### config.mk
export PLATFORM = sky130hd
export DESIGN_NAME = tile_sprite_engine
export DESIGN_NICKNAME = d
export VERILOG_FILES = /design/src/rtl/sprite_pkg.sv /design/src/rtl/sprite_rom.sv /design/src/rtl/tile_sprite_engine.sv
export SDC_FILE = /design/constraint.sdc
export NUM_CORES = 1
export LEC_CHECK = 0
export ABC_CLOCK_PERIOD_IN_PS = 11400
export CAP_MARGIN = 20
export CORE_UTILIZATION = 50
export CTS_CLUSTER_DIAMETER = 60
export CTS_CLUSTER_SIZE = 12
export DETAILED_ROUTE_END_ITERATION = 8
export GPL_TIMING_DRIVEN = 0
export PLACE_DENSITY = 0.76
export SLEW_MARGIN = 20
export SYNTH_ARGS = -nofsm -noshare
export SYNTH_HDL_FRONTEND = slang
export SYNTH_HIERARCHICAL = 1
export SYNTH_SLANG_ARGS = --single-unit
### constraint.sdc
create_clock -name i_clk -period 11.4 [get_ports i_clk]
set_clock_uncertainty 0.1 [all_clocks]
set_input_delay 2.28 -clock i_clk [delete_from_list [all_inputs] [get_ports i_clk]]
set_output_delay 2.28 -clock i_clk [all_outputs]
set_load 0.02 [all_outputs]
### src/rtl/sprite_pkg.sv
// Shared screen constants, position-FSM states and ROM artwork pattern for the tile sprite engine.
package sprite_pkg;

  localparam int H_ACTIVE = 640;
  localparam int V_ACTIVE = 480;
  localparam int COORD_W  = 10;

  typedef enum logic {
    IDLE,
    PENDING
  } pos_state_t;

  // Built-in artwork: an address hash, so neighbouring words differ and zero words exist.
  function automatic logic [31:0] rom_pattern(input logic [31:0] addr);
    return addr ^ (addr >> 8) ^ (addr >> 16);
  endfunction

endpackage

### src/rtl/sprite_rom.sv
// Synchronous sprite ROM: address registered in, colour out one cycle later.
// Contents come from the package artwork pattern; output clears on reset.
module sprite_rom
  import sprite_pkg::*;
#(
  parameter int ADDR_W = 17,
  parameter int DATA_W = 8
) (
  input  logic              i_clk,
  input  logic              i_rst,
  input  logic [ADDR_W-1:0] i_addr,
  output logic [DATA_W-1:0] o_data
);

  always_ff @(posedge i_clk or posedge i_rst) begin
    if (i_rst) o_data <= '0;
    else       o_data <= DATA_W'(rom_pattern(32'(i_addr)));
  end

endmodule

### src/rtl/tile_sprite_engine.sv
// Movable, optionally self-scrolling sprite: hit test + multiplier-free ROM addressing, output 2 cycles after scan.
// Position updates are held pending until frame start; build option SPRITE_TRANSPARENCY_EN keys out one colour.
module tile_sprite_engine
  import sprite_pkg::*;
#(
  parameter int SPR_W       = 471,
  parameter int SPR_H       = 250,
  parameter int ADDR_W      = 17,
  parameter int DATA_W      = 8,
  parameter int INIT_X      = 80,
  parameter int INIT_Y      = 112,
  parameter int SCREEN_H    = V_ACTIVE,
  parameter int SCROLL_STEP = 4
`ifdef SPRITE_TRANSPARENCY_EN
  ,
  parameter logic [DATA_W-1:0] TRANSPARENT_KEY = DATA_W'(8'h00)
`endif
) (
  input  logic               i_clk,
  input  logic               i_rst,
  input  logic [COORD_W-1:0] i_xx,
  input  logic [COORD_W-1:0] i_yy,
  input  logic               i_aactive,
  input  logic               i_frame_start,
  input  logic [COORD_W-1:0] i_pos_x,
  input  logic [COORD_W-1:0] i_pos_y,
  input  logic               i_pos_valid,
  output logic               o_pos_ready,
  input  logic               i_scroll_en,
  output logic               o_sprite_on,
  output logic [DATA_W-1:0]  o_dataout,
  output logic               o_wrap
);

  localparam int CW1 = COORD_W + 1;

  pos_state_t         state, state_nxt;
  logic               take_req, commit;
  logic [COORD_W-1:0] pos_x, pos_y, pend_x, pend_y;
  logic [COORD_W:0]   y_sum, x_end, y_end;
  logic               do_scroll, y_wraps;
  logic               hit, first_row, last_col;
  logic [ADDR_W-1:0]  row_base, row_base_cur, addr_nxt, addr_q;
  logic               hit_d1, hit_d2, opaque;
  logic [DATA_W-1:0]  rom_q;

  always_ff @(posedge i_clk or posedge i_rst) begin
    if (i_rst) state <= IDLE;
    else       state <= state_nxt;
  end

  always_comb begin
    state_nxt   = state;
    o_pos_ready = 1'b0;
    take_req    = 1'b0;
    commit      = 1'b0;
    case (state)
      IDLE: begin
        o_pos_ready = 1'b1;
        if (i_pos_valid) begin
          take_req  = 1'b1;
          state_nxt = PENDING;
        end
      end
      PENDING: begin
        if (i_frame_start) begin
          commit    = 1'b1;
          state_nxt = IDLE;
        end
      end
      default: state_nxt = IDLE;
    endcase
  end

  always_ff @(posedge i_clk or posedge i_rst) begin
    if (i_rst) begin
      pend_x <= '0;
      pend_y <= '0;
    end else if (take_req) begin
      pend_x <= i_pos_x;
      pend_y <= i_pos_y;
    end
  end

  // A commit owns the frame boundary; scrolling only moves an already-settled sprite.
  assign y_sum     = {1'b0, pos_y} + CW1'(SCROLL_STEP);
  assign y_wraps   = (y_sum >= CW1'(SCREEN_H));
  assign do_scroll = i_frame_start & i_scroll_en & ~commit;

  always_ff @(posedge i_clk or posedge i_rst) begin
    if (i_rst) begin
      pos_x  <= COORD_W'(INIT_X);
      pos_y  <= COORD_W'(INIT_Y);
      o_wrap <= 1'b0;
    end else begin
      o_wrap <= do_scroll & y_wraps;
      if (commit) begin
        pos_x <= pend_x;
        pos_y <= pend_y;
      end else if (do_scroll) begin
        pos_y <= y_wraps ? COORD_W'(y_sum - CW1'(SCREEN_H)) : y_sum[COORD_W-1:0];
      end
    end
  end

  // One extra bit on the far edges lets rectangles hang off-screen without wrapping around.
  assign x_end     = {1'b0, pos_x} + CW1'(SPR_W);
  assign y_end     = {1'b0, pos_y} + CW1'(SPR_H);
  assign hit       = i_aactive & (i_xx >= pos_x) & ({1'b0, i_xx} < x_end)
                               & (i_yy >= pos_y) & ({1'b0, i_yy} < y_end);
  assign first_row = (i_yy == pos_y);
  assign last_col  = ({1'b0, i_xx} == x_end - CW1'(1));

  assign row_base_cur = first_row ? '0 : row_base;
  assign addr_nxt     = row_base_cur + ADDR_W'(i_xx - pos_x);

  always_ff @(posedge i_clk or posedge i_rst) begin
    if (i_rst) begin
      addr_q   <= '0;
      row_base <= '0;
      hit_d1   <= 1'b0;
      hit_d2   <= 1'b0;
    end else begin
      hit_d1 <= hit;
      hit_d2 <= hit_d1;
      if (hit) begin
        addr_q <= addr_nxt;
        if (last_col)       row_base <= row_base_cur + ADDR_W'(SPR_W);
        else if (first_row) row_base <= '0;
      end
    end
  end

  sprite_rom #(
    .ADDR_W (ADDR_W),
    .DATA_W (DATA_W)
  ) u_rom (
    .i_clk  (i_clk),
    .i_rst  (i_rst),
    .i_addr (addr_q),
    .o_data (rom_q)
  );

`ifdef SPRITE_TRANSPARENCY_EN
  assign opaque = (rom_q != TRANSPARENT_KEY);
`else
  assign opaque = 1'b1;
`endif

  assign o_sprite_on = hit_d2 & opaque;
  assign o_dataout   = o_sprite_on ? rom_q : '0;

endmodule

=== Word level (Yosys, flattened, before mapping) ===
Cells that the tools add are included.

* Output and inout port bits: 11
* Word-level logic and storage cells: 51
* Input port bits: 46
* Register bits after elaboration: 86

* Eq/ne operators: 2
* Mux-type cells: 13
* Order comparisons: 5
* Add/sub/neg operators: 8
* Bitwise operators: 11
* Reductions and logical operators: 1

{| class="wikitable"
|+ Operators by type and width
! operator !! number
|-
| 2-to-1 mux 17 bit || 2
|-
| 2-to-1 mux 10 bit || 3
|-
| less-than comparator 10 x 11 -> 1 bit || 2
|-
| >= comparator 10 bit || 2
|-
| adder 17 bit || 1
|-
| adder 17 x 9 -> 17 bit (second input constant) || 1
|-
| adder 10 x 3 -> 11 bit (second input constant) || 1
|-
| adder 10 x 8 -> 11 bit (second input constant) || 1
|-
| adder 10 x 9 -> 11 bit (second input constant) || 1
|-
| equality test 10 x 11 -> 1 bit || 1
|-
| >= comparator 11 x 9 -> 1 bit (second input constant) || 1
|-
| subtractor 10 x 10 -> 11 bit || 1
|-
| subtractor 11 x 1 -> 11 bit (second input constant) || 1
|-
| equality test 10 bit || 1
|-
| subtractor 10 x 9 -> 10 bit (second input constant) || 1
|-
| 2-to-1 mux 8 bit || 1
|-
| bitwise XOR 8 x 1 -> 8 bit || 1
|-
| bitwise XOR 8 bit || 1
|-
| AND 1 bit || 7
|-
| 2-to-1 mux 1 bit || 6
|-
| NOT 1 bit || 2
|-
| case mux 1 bit (2 select lines) || 1
|-
| nonzero test 2 bit || 1
|}

=== Longest topological paths before layout ===
* Depth after elaboration: 6
* Gate-level depth with buffers: 21

=== Hierarchy ===
Netlist, hierarchy kept.

{| class="wikitable"
|+ Modules (own cells, without submodules)
! module !! cells each !! instances !! area an instance (um2) !! sequential area each (um2)
|-
| tile_sprite_engine || 713 || 1 || 6359.8 || 1958.1
|-
| sprite_rom || 17 || 1 || 289.0 || 200.2
|}

=== Least setup slack after synthesis ===
Ideal clock, no wire load.

* Path kind: input -> register
* From: input i_yy[7]
* To: register addr_q[13]
* Data required time: 11.172 ns
* Path slack: 5.703 ns
* Cell stages on the path: 16
* Arrival time: 5.470 ns
* Path buffers: 2
* Path through: ha_1 and4_1 nand4_1 clkbuf_1 clkbuf_1 nand2_1 inv_1 ha_1 a211o_1 a2111oi_0 nor2_1 a41oi_1 a21oi_1 a31oi_1 xor2_1 o21ai_0

* Cells in the longest elaborated chain, start to end: 3
* Elaborated cells on any way between the ends: 7
* Those cells by class: 1 x add/sub; 2 x order compare; 1 x eq/ne; 1 x mux; 2 x bitwise

{| class="wikitable"
|+ Ends and longest elaborated chain
! element !! RTL line !! source
|-
| from (decl) || tile_sprite_engine.sv:22 || <nowiki>input logic [COORD_W-1:0] i_yy,</nowiki>
|-
| equality test 10 bit or >= comparator 10 bit (tied branches) || tile_sprite_engine.sv:111, tile_sprite_engine.sv:110 ||
|-
| 2-to-1 mux 17 bit or AND 1 bit (tied branches) || tile_sprite_engine.sv:114, tile_sprite_engine.sv:110 ||
|-
| adder 17 bit or AND 1 bit (tied branches) || tile_sprite_engine.sv:115, tile_sprite_engine.sv:110 ||
|-
| to (signal assigned) || tile_sprite_engine.sv:127 || <nowiki>addr_q <= addr_nxt;</nowiki>
|-
| to (decl) || tile_sprite_engine.sv:43 || <nowiki>logic [ADDR_W-1:0] row_base, row_base_cur, addr_nxt, addr_q;</nowiki>
|}

Several ways; a longest one is shown, not always the timed one.
A chain may end at the register's enable or synchronous reset.

=== Final worst setup path ===
* From: input i_yy[9]
* To: register addr_q[13]

The elaborated chain is that of the path after synthesis.

==> metrics.yaml <==
sta:
  worstMarginPinSlew_ns: 0.567
  relSlewSlack_pct: 61.2
  setup_violations: 0
  fmax_mhz: 150
  drv_slew: 0
  fin_crit_sh_pct: 58.6
  rsz0062_at_grt: "no"
  holdWs_ns: 0.251
  period_minus_slack_ns: 6.68
  setup_tns_ns: 0
  hold_violations: 0
synthesis:
  async_reset_ff_share_pct: 100
  avgSynthCellArea_sq_um: 9.11
  synth_top_flop_cell: "dfrtp_1"
  synth_fp_nets: 842
  synth-seq-cells: 86
  synth-edff-count: 0
  yosysSeqAreaShare_pct: 32.5
  synthDistinctLibCells: 77
  syn-instance-count: 730
  ys_warn_count: 6
  netlist_area_sq_um: 6650
critical_path:
  cp_num_buf_inv: 4
  rrSetupSlack_ns: 6.24
  crit_fanout: 10
  crit_type: "in -> reg"
  critPathArrivalTime_ns: 6.81
  cpPeakStageDelay_ns: 0.45
  cp_cell_sequence: "clkdlybuf4s50_1 -> ha_1 -> and4_1 -> nand4_1 -> clkbuf_1 -> clkbuf_1 -> nand2_1 -> inv_1 -> ha_1 -> a211o_1 -> a2111oi_0 -> nor2_1 -> a41oi_1 -> a21oi_1 -> a31oi_1 -> xor2_1 -> o21ai_0"
  crit_slowest_cell: "clkdlybuf4s50_1"
  worstSetupStartpointType: "primary input"
  ff2ff_path_depth: 18
  crit_required_ns: 11.53
  reg2reg_to: "addr_q[13]"
  path_delay_family: "compound AO/OA/AOI/OAI gates"
  reg2reg_from: "pos_y[6]"
  end_kind: "flop"
floorplan:
  core_area_sq_um: 12800
  ios: 57
  die_h_um: 117
  die_w_um: 117
  die_area_sq_um: 13800
  start_util_pct: 52.1
  std_cell_rows: 41
power:
  ir_worst_vdd_mv: 0.157
  power_mw: 1.66
  p_per_area_nw_per_um2: 215
  p_leak_nw: 3.40
final_layout:
  layout.nets: 909
  design_area_sq_um: 7740
  final_cell_mix: "81 x dfrtp_1, 64 x nand2_1, 64 x ha_1"
  diodes: 0
  drive_gt1_share_pct: 9.48
  stdcell_count: 974
  final_common_cell: "dfrtp_1"
  syn_to_final_growth_pct: 16.4
routing:
  drtPass1Iterations: 5
  avgRoutedWirePerCell_um: 15.9
  drt_wl_total_mm: 15.5
  viasPerCell: 5.78
  drt_iter0_markers: 261
  vias: 5629
  drc: 0
  antenna_left: 0
cts:
  cts_sinks: 86
  cts_setup_buffers: 0
  clk_latency_ns: 0.35
  cts-root-buf: "clkbuf_16"
  post_cts_resized: 0
  hold_buffers: 0
  cts_tree: "yes"
  cts_made_buffers: 9
  clk_pin_slew_ns: 0.06
  clock_path_buffers: 2
  cts_max_level: 3
min_path:
  min_from: "hit_d1"
  min_to: "o_sprite_on"
  hold_class: "reg -> reg"
  min_path_cells: 0
global_route:
  antenna_found_initial: 0
  grt_pass1_vias: 5644
  grt_max_degree: 58
  grt_pass1_wl_mm: 26.3
  grt_overflow: 0
  grt_usage_pct: 23.4
outcome:
  status: "finished clean"
run:
  cap_violations: 0
place:
  placed_cell_area_sq_um: 7440
  gp_congestion: 0.890
  dp_hpwl_mm: 12.0
  post-place-cells: 958
  io_buffer_count: 55
cell type report:
class	instances	area [sq um]
Buffer	26	134
Clock buffer	11	253
Clock inverter	5	42.5
Fill cell	1075	5030
Inverter	47	179
Multi-Input combinational cell	571	4180
Sequential cell	86	2160
Tap cell	172	215
Timing Repair Buffer	56	578
metal layers:
layer / global-route usage [%] / wire, um
met1: 27.7 / 6700
met3: 4.82 / 672
met2: 41.6 / 7760
met5: 0 / 0
met4: 8.69 / 375
where the power goes:
group | switching [mW] | total, mW | leakage, nW | internal [mW]
registers | 0.0628 | 0.460 | 1.06 | 0.398
logic | 0.509 | 0.910 | 2.20 | 0.402
clock network | 0.130 | 0.292 | 0.142 | 0.162
worst max-delay path by stage:
stage | startpoint | endpoint | slack, ns | cells past startpoint
after floorplan | i_yy[7] | addr_q[13] | 5.70 | 16
after global placement | i_yy[7] | addr_q[13] | 4.61 | 17
after detailed placement | i_yy[7] | addr_q[13] | 4.46 | 17
after CTS | i_yy[7] | addr_q[13] | 4.79 | 17
after global routing | i_yy[7] | addr_q[13] | 4.32 | 17
final | i_yy[9] | addr_q[13] | 4.72 | 17
sequential cells by signal (all words and copies together), names as in the netlist:
name and cells:
addr_q 17, o_wrap 1, pend_y 10, pend_x 10
hit_d1 1, o_sprite_on 1, pos_x 10, state 1
row_base 17, pos_y 10, u_rom/o_data 8
Yosys cell counts (7+ instances only):
library cell | number | share of area [%]
a21o_1 | 10 | 1.1
a21oi_1 | 40 | 3.0
a31oi_1 | 11 | 1.0
and2_1 | 23 | 2.2
buf_2 | 8 | 0.60
clkbuf_1 | 14 | 0.79
dfrtp_1 | 81 | 30
ha_1 | 64 | 12
inv_1 | 44 | 2.5
mux2_2 | 22 | 3.7
nand2_1 | 64 | 3.6
nand2b_1 | 14 | 1.3
nand3_1 | 15 | 1.1
nand4_1 | 13 | 1.2
nor2_1 | 33 | 1.9
nor2b_1 | 7 | 0.66
nor3_1 | 18 | 1.4
o21a_1 | 11 | 1.2
o21ai_0 | 52 | 3.9
o21ai_1 | 14 | 1.1
o21bai_1 | 7 | 0.79
xnor2_1 | 34 | 4.5
xor2_1 | 22 | 2.9
logic make-up (layout without fill, tap and decap cells):
| kind of cell | Yosys count | in the layout | share of synthesized area [%] |
|---|---|---|---|
| buf+inv | 73 | 145 | 4.67 |
| flops | 86 | 86 | 32.5 |
| xor+xnor | 62 | 62 | 9.15 |
| fa+ha+maj | 66 | 66 | 12.6 |
| simple gates | 216 | 216 | 17.0 |
| compound gates | 202 | 202 | 19.9 |
| mux | 25 | 25 | 4.18 |
through the flow:
stage                     setup slack [ns]  util, %
after detailed placement              4.46     58.3
after global placement                4.61     58.0
after global routing                  4.32     60.6
after floorplan                       5.70        -
final                                 4.72     60.6
after CTS                             4.79     60.6
Power figures use the tool's default switching activity.
